### src/rtl/uart_tx_serializer.sv
// rtl/uart_tx_serializer.sv - 8N1-style UART transmitter, LSB first, fixed clocks-per-bit divider.
// Optional even-parity bit enabled by defining UART_TX_PARITY_EN.
module uart_tx_serializer #(
  parameter int CLKS_PER_BIT = 868,
  parameter int DATA_BITS    = 8,
  parameter int STOP_BITS    = 1
) (
  input  logic                 clk,
  input  logic                 rst,
  input  logic [DATA_BITS-1:0] tx_data,
  input  logic                 tx_valid,
  output logic                 tx_ready,
  output logic                 tx,
  output logic                 busy
);

  if (CLKS_PER_BIT < 2) begin : g_bad_cpb
    $error("uart_tx_serializer: CLKS_PER_BIT must be >= 2");
  end
  if (DATA_BITS < 5 || DATA_BITS > 9) begin : g_bad_data
    $error("uart_tx_serializer: DATA_BITS must be in 5..9");
  end
  if (STOP_BITS != 1 && STOP_BITS != 2) begin : g_bad_stop
    $error("uart_tx_serializer: STOP_BITS must be 1 or 2");
  end

  localparam int BAUD_W = $clog2(CLKS_PER_BIT);
  localparam int BIT_W  = $clog2(DATA_BITS);
  localparam logic [BAUD_W-1:0] BAUD_LAST = BAUD_W'(CLKS_PER_BIT - 1);
  localparam logic [BIT_W-1:0]  DATA_LAST = BIT_W'(DATA_BITS - 1);
  localparam logic [BIT_W-1:0]  STOP_LAST = BIT_W'(STOP_BITS - 1);

`ifdef UART_TX_PARITY_EN
  typedef enum logic [2:0] {S_IDLE, S_START, S_DATA, S_PARITY, S_STOP} state_t;
`else
  typedef enum logic [2:0] {S_IDLE, S_START, S_DATA, S_STOP} state_t;
`endif

  state_t               state;
  logic [BAUD_W-1:0]    baud;
  logic [BIT_W-1:0]     bitc;
  logic [DATA_BITS-1:0] shift;
`ifdef UART_TX_PARITY_EN
  logic                 parity;
`endif

  logic baud_done;
  assign baud_done = (baud == BAUD_LAST);

  // Handshake flags are pure state decodes so tx_valid never reaches tx_ready.
  assign tx_ready = (state == S_IDLE);
  assign busy     = (state != S_IDLE);

  always_ff @(posedge clk or posedge rst) begin
    if (rst) begin
      state  <= S_IDLE;
      tx     <= 1'b1;
      baud   <= '0;
      bitc   <= '0;
      shift  <= '0;
`ifdef UART_TX_PARITY_EN
      parity <= 1'b0;
`endif
    end else if (state == S_IDLE) begin
      tx   <= 1'b1;
      baud <= '0;
      bitc <= '0;
      if (tx_valid) begin
        shift  <= tx_data;
        tx     <= 1'b0;
        state  <= S_START;
`ifdef UART_TX_PARITY_EN
        parity <= ^tx_data;
`endif
      end
    end else begin
      baud <= baud_done ? '0 : baud + 1'b1;
      if (baud_done) begin
        case (state)
          S_START: begin
            tx    <= shift[0];
            shift <= shift >> 1;
            bitc  <= '0;
            state <= S_DATA;
          end
          S_DATA: begin
            if (bitc == DATA_LAST) begin
              bitc  <= '0;
`ifdef UART_TX_PARITY_EN
              tx    <= parity;
              state <= S_PARITY;
`else
              tx    <= 1'b1;
              state <= S_STOP;
`endif
            end else begin
              bitc  <= bitc + 1'b1;
              tx    <= shift[0];
              shift <= shift >> 1;
            end
          end
`ifdef UART_TX_PARITY_EN
          S_PARITY: begin
            tx    <= 1'b1;
            state <= S_STOP;
          end
`endif
          S_STOP: begin
            tx <= 1'b1;
            if (bitc == STOP_LAST) begin
              bitc  <= '0;
              state <= S_IDLE;
            end else begin
              bitc <= bitc + 1'b1;
            end
          end
          default: begin
            tx    <= 1'b1;
            state <= S_IDLE;
          end
        endcase
      end
    end
  end

endmodule
### config.mk
export PLATFORM = sky130hd
export DESIGN_NAME = uart_tx_serializer
export DESIGN_NICKNAME = d
export VERILOG_FILES = /design/src/rtl/uart_tx_serializer.sv
export SDC_FILE = /design/constraint.sdc
export NUM_CORES = 1
export LEC_CHECK = 0
export BUFFER_PORTS_ARGS = -buffer_cell sky130_fd_sc_hd__buf_4
export CAP_MARGIN = 20
export CORE_MARGIN = 2
export CORE_UTILIZATION = 40
export DETAILED_ROUTE_END_ITERATION = 10
export PLACE_DENSITY = 0.6
export SYNTH_ARGS = -nofsm -noshare
export SYNTH_HDL_FRONTEND = slang
export SYNTH_SLANG_ARGS = --single-unit
### constraint.sdc
create_clock -name clk -period 2.9 [get_ports clk]
set_input_delay 0.58 -clock clk [delete_from_list [all_inputs] [get_ports clk]]
set_output_delay 0.58 -clock clk [all_outputs]
set_load 0.005 [all_outputs]
==> results.tsv <==
stage	metric	value	unit
yosys	Avg Cell Area, Syn	10.9	sq um
die	Rows	21	
grt	residual overflow from global routing	0	
detailed_routing	initial drt markers	14	
worst_setup_path	Worst R2R End	shift[5]$_DFFE_PP0P_	
place	Post-DP HPWL	1840	microns
grt	GRT Total Usage	0.136	
timing	Final Max Slew Viols	0	
clocking	post-CTS sizing	0	
yosys	Synth area leaders	dfrtp_1 (42%), mux2_4 (7.8%), ha_1 (7.4%), mux2_2 (5.8%), xor2_1 (3.9%)	
worst_setup_path	Setup Crit Path Kind	reg -> out	
cells_and_area	Reg area	602	sq um
detailed_routing	total number of vias	948	
place	port bufs	13	
power_and_ir_drop	Clk pwr share	0.189	
grt	initial antenna violation count	0	
worst_hold_path	Worst Hold Class	in -> async	
die	starting density of the core	0.413	
power_and_ir_drop	Tot Pwr	1.32	mW
detailed_routing	drt wl/cell	13.2	microns
detailed_routing	drc violations	0	
yosys	Synth Warn #	0	
yosys	Mapped Cells	124	
die	Boundary Pins	14	
clocking	Skew-Pair Late Insertion Delay	0.33	ns
power_and_ir_drop	Sw Share	0.337	
timing	Tightest Pin Transition	0.893	ns
place	placed cells	179	
clocking	CTS tree	built	
grt	vias in the first global route	938	
timing	RSZ-0062 raised after global routing	false	
clocking	post-CTS setup buffer count	0	
yosys	Synth Cell Area	1360	sq um
detailed_routing	DR vias/cell	5.18	
clocking	CTS root buffer	clkbuf_4	
cells_and_area	fill count	311	
worst_setup_path	WP data arrival	1.77	ns
clocking	deepest clock path buffer count	2	
timing	endpoints failing setup	0	
worst_setup_path	r2r startpoint	baud[4]$_DFF_PP0_	
die	Die X	62.2	microns
clocking	H-Tree Depth	1	
timing	Final Skew	0.00709	ns
power_and_ir_drop	switching power	0.447	mW
power_and_ir_drop	part of the power in registers	0.407	
yosys	Synth top area share	0.425	
cells_and_area	ant diodes	0	
worst_setup_path	register-to-register setup slack	0.60	ns
run_status	status	complete, no violations	
clocking	CTS Buf Count	3	
die	die height	62.2	microns
cells_and_area	commonest non-fill, non-tap cells in the layout	dfrtp_1 (23), buf_4 (14), nor2_1 (10)	
timing	Tcrit/Tclk final	0.810	
yosys	Mapped Nets	143	
die	core area	3280	sq um
cells_and_area	Area Overhead vs Synth	12.8	%
yosys	Synth Register Bits	24	
worst_setup_path	Setup crit start kind	flop	
detailed_routing	Antenna Nets Post-Route	0	
yosys	Synth area leader	dfrtp_1	
power_and_ir_drop	VDD IR max	0.000554	V
timing	max frequency	0.426	GHz
power_and_ir_drop	Leakage	0.767	nW
detailed_routing	routed wire length	2420	microns
grt	first-pass GRT wire length	4270	microns
clocking	CTS Hold Bufs	0	
timing	Rel. slew slack	0.404	
cells_and_area	Multi-input gate area	682	sq um
worst_setup_path	cells on worst reg2reg path	4	
power_and_ir_drop	Logic pwr share	0.404	
yosys	Distinct cells, synth	36	
worst_setup_path	Crit Path Max Fanout	11	
timing	min cycle time layout	2.35	ns
die	Die Footprint	3870	sq um
clocking	total clock sinks	24	
cells_and_area	share of cells above drive strength 1	0.248	
worst_setup_path	Setup crit end kind	primary output	
timing	final setup TNS	0	ns
flow_run	max_cap viols	0	
worst_setup_path	CP required	2.32	ns
place	gpl congestion	0.818	
timing	hold violation count in the final report	0	
power_and_ir_drop	Power Dens Cells	866	nW/um^2
clocking	clock slew at reported path FFs	0.14	ns
power_and_ir_drop	Pint	0.877	mW
grt	largest net degree at the start of global routing	25	
yosys	register area share after synthesis	0.444	
detailed_routing	drt pass-1 iters	4	
cells_and_area	final net count	157	
cells_and_area	commonest non-fill, non-tap cell in the layout	dfrtp_1	
cells_and_area	Layout Cells excl Fill	183	
==> sequential cells by signal (all words and copies together), names as in the netlist <==
register,count
bitc,3
shift,8
tx,1
baud,10
state,2
==> synth_stat cells <==
master	instances
mux2_4	7
nand4_1	3
nand2_1	5
o31ai_1	1
buf_6	3
o21ai_0	5
a31oi_1	1
or3_1	2
nor2_1	10
dfstp_2	1
ha_1	8
nand3_1	4
nor2b_1	1
mux2_2	7
xnor2_1	2
o311a_1	1
o31a_1	1
a211oi_1	1
a21o_1	2
a2111oi_0	1
clkinv_1	1
nand4b_1	1
mux2i_1	1
nor4_1	1
dfrtp_1	23
xor2_1	6
and4_1	1
nand2b_1	2
and3_1	3
a311oi_1	1
a21oi_1	5
clkbuf_1	2
nor3b_1	1
a31o_2	1
inv_1	7
nor3_1	2
==> kinds of logic (layout without fill, tap and decap cells) <==
| group | after synthesis | in the layout | synth area share |
|---|---|---|---|
| XOR/XNOR | 8 | 8 | 0.0517 |
| buffers and inverters | 13 | 26 | 0.0526 |
| adder cells (fa/ha/maj) | 8 | 8 | 0.0739 |
| multiplexers | 15 | 15 | 0.143 |
| flip-flops | 24 | 24 | 0.444 |
| AO/OA/AOI/OAI | 20 | 20 | 0.0970 |
| AND/OR/NAND/NOR | 36 | 36 | 0.138 |
==> per-layer routing <==
metal  track usage  wire length, microns  vias to the layer above
met5             0                     0                        -
met3        0.0163                    64                        5
li1              -                     -                      465
met1         0.183                  1140                      465
met2         0.226                  1170                       13
met4        0.0500                    42                        0
==> worst max-delay path by stage <==
stage                     depth (start not counted)                    to                 start  slack (ns)
after floorplan                                   7  shift[0]$_DFFE_PP0P_     baud[4]$_DFF_PP0_        0.77
after global placement                            4  shift[1]$_DFFE_PP0P_     baud[4]$_DFF_PP0_        0.68
after detailed placement                          4  shift[5]$_DFFE_PP0P_     baud[4]$_DFF_PP0_        0.63
after CTS                                         4                  busy  state[0]$_DFFE_PP0P_        0.56
after global routing                              4                  busy  state[0]$_DFFE_PP0P_        0.40
final                                             4                  busy  state[0]$_DFFE_PP0P_        0.55
==> power groups by stage <==
| stage | clock, mW | sequential [mW] | combinational [mW] |
|---|---|---|---|
| 2_1_floorplan | 0 | 0.517 | 0.433 |
| 3_3_place_gp | 0 | 0.543 | 0.528 |
| 3_5_place_dp | 0 | 0.544 | 0.539 |
| 4_1_cts | 0.252 | 0.539 | 0.539 |
| 5_1_grt | 0.265 | 0.556 | 0.598 |
| 6_report | 0.250 | 0.539 | 0.535 |
==> worst max-delay path, stage by stage, from the launching register on <==
cell and delay, ns:
dfrtp_1 0.44, inv_1 0.12, ha_1 0.39, clkinv_1 0.29
buf_4 0.21
==> through the flow <==
step / utilization / instance area, sq um / worst slack, ns / hold slack [ns]
floorplan: - / 1360 / 0.772 / 0.446
global placement: 0.450 / 1480 / 0.680 / 0.474
detailed placement: 0.450 / 1480 / 0.630 / 0.488
CTS: 0.466 / 1530 / 0.562 / 0.466
global route: 0.466 / 1530 / 0.404 / 0.498
finish: 0.466 / 1530 / 0.551 / 0.422
==> layout make-up <==
cell class,instances,area share
clock buffer,3,0.0147
inverter,8,0.0196
clock inverter,1,0.0196
timing repair buffer,14,0.0687
tap,46,0.0376
multi-input combinational,87,0.446
sequential,24,0.394
(Power assumes the default switching activity.)
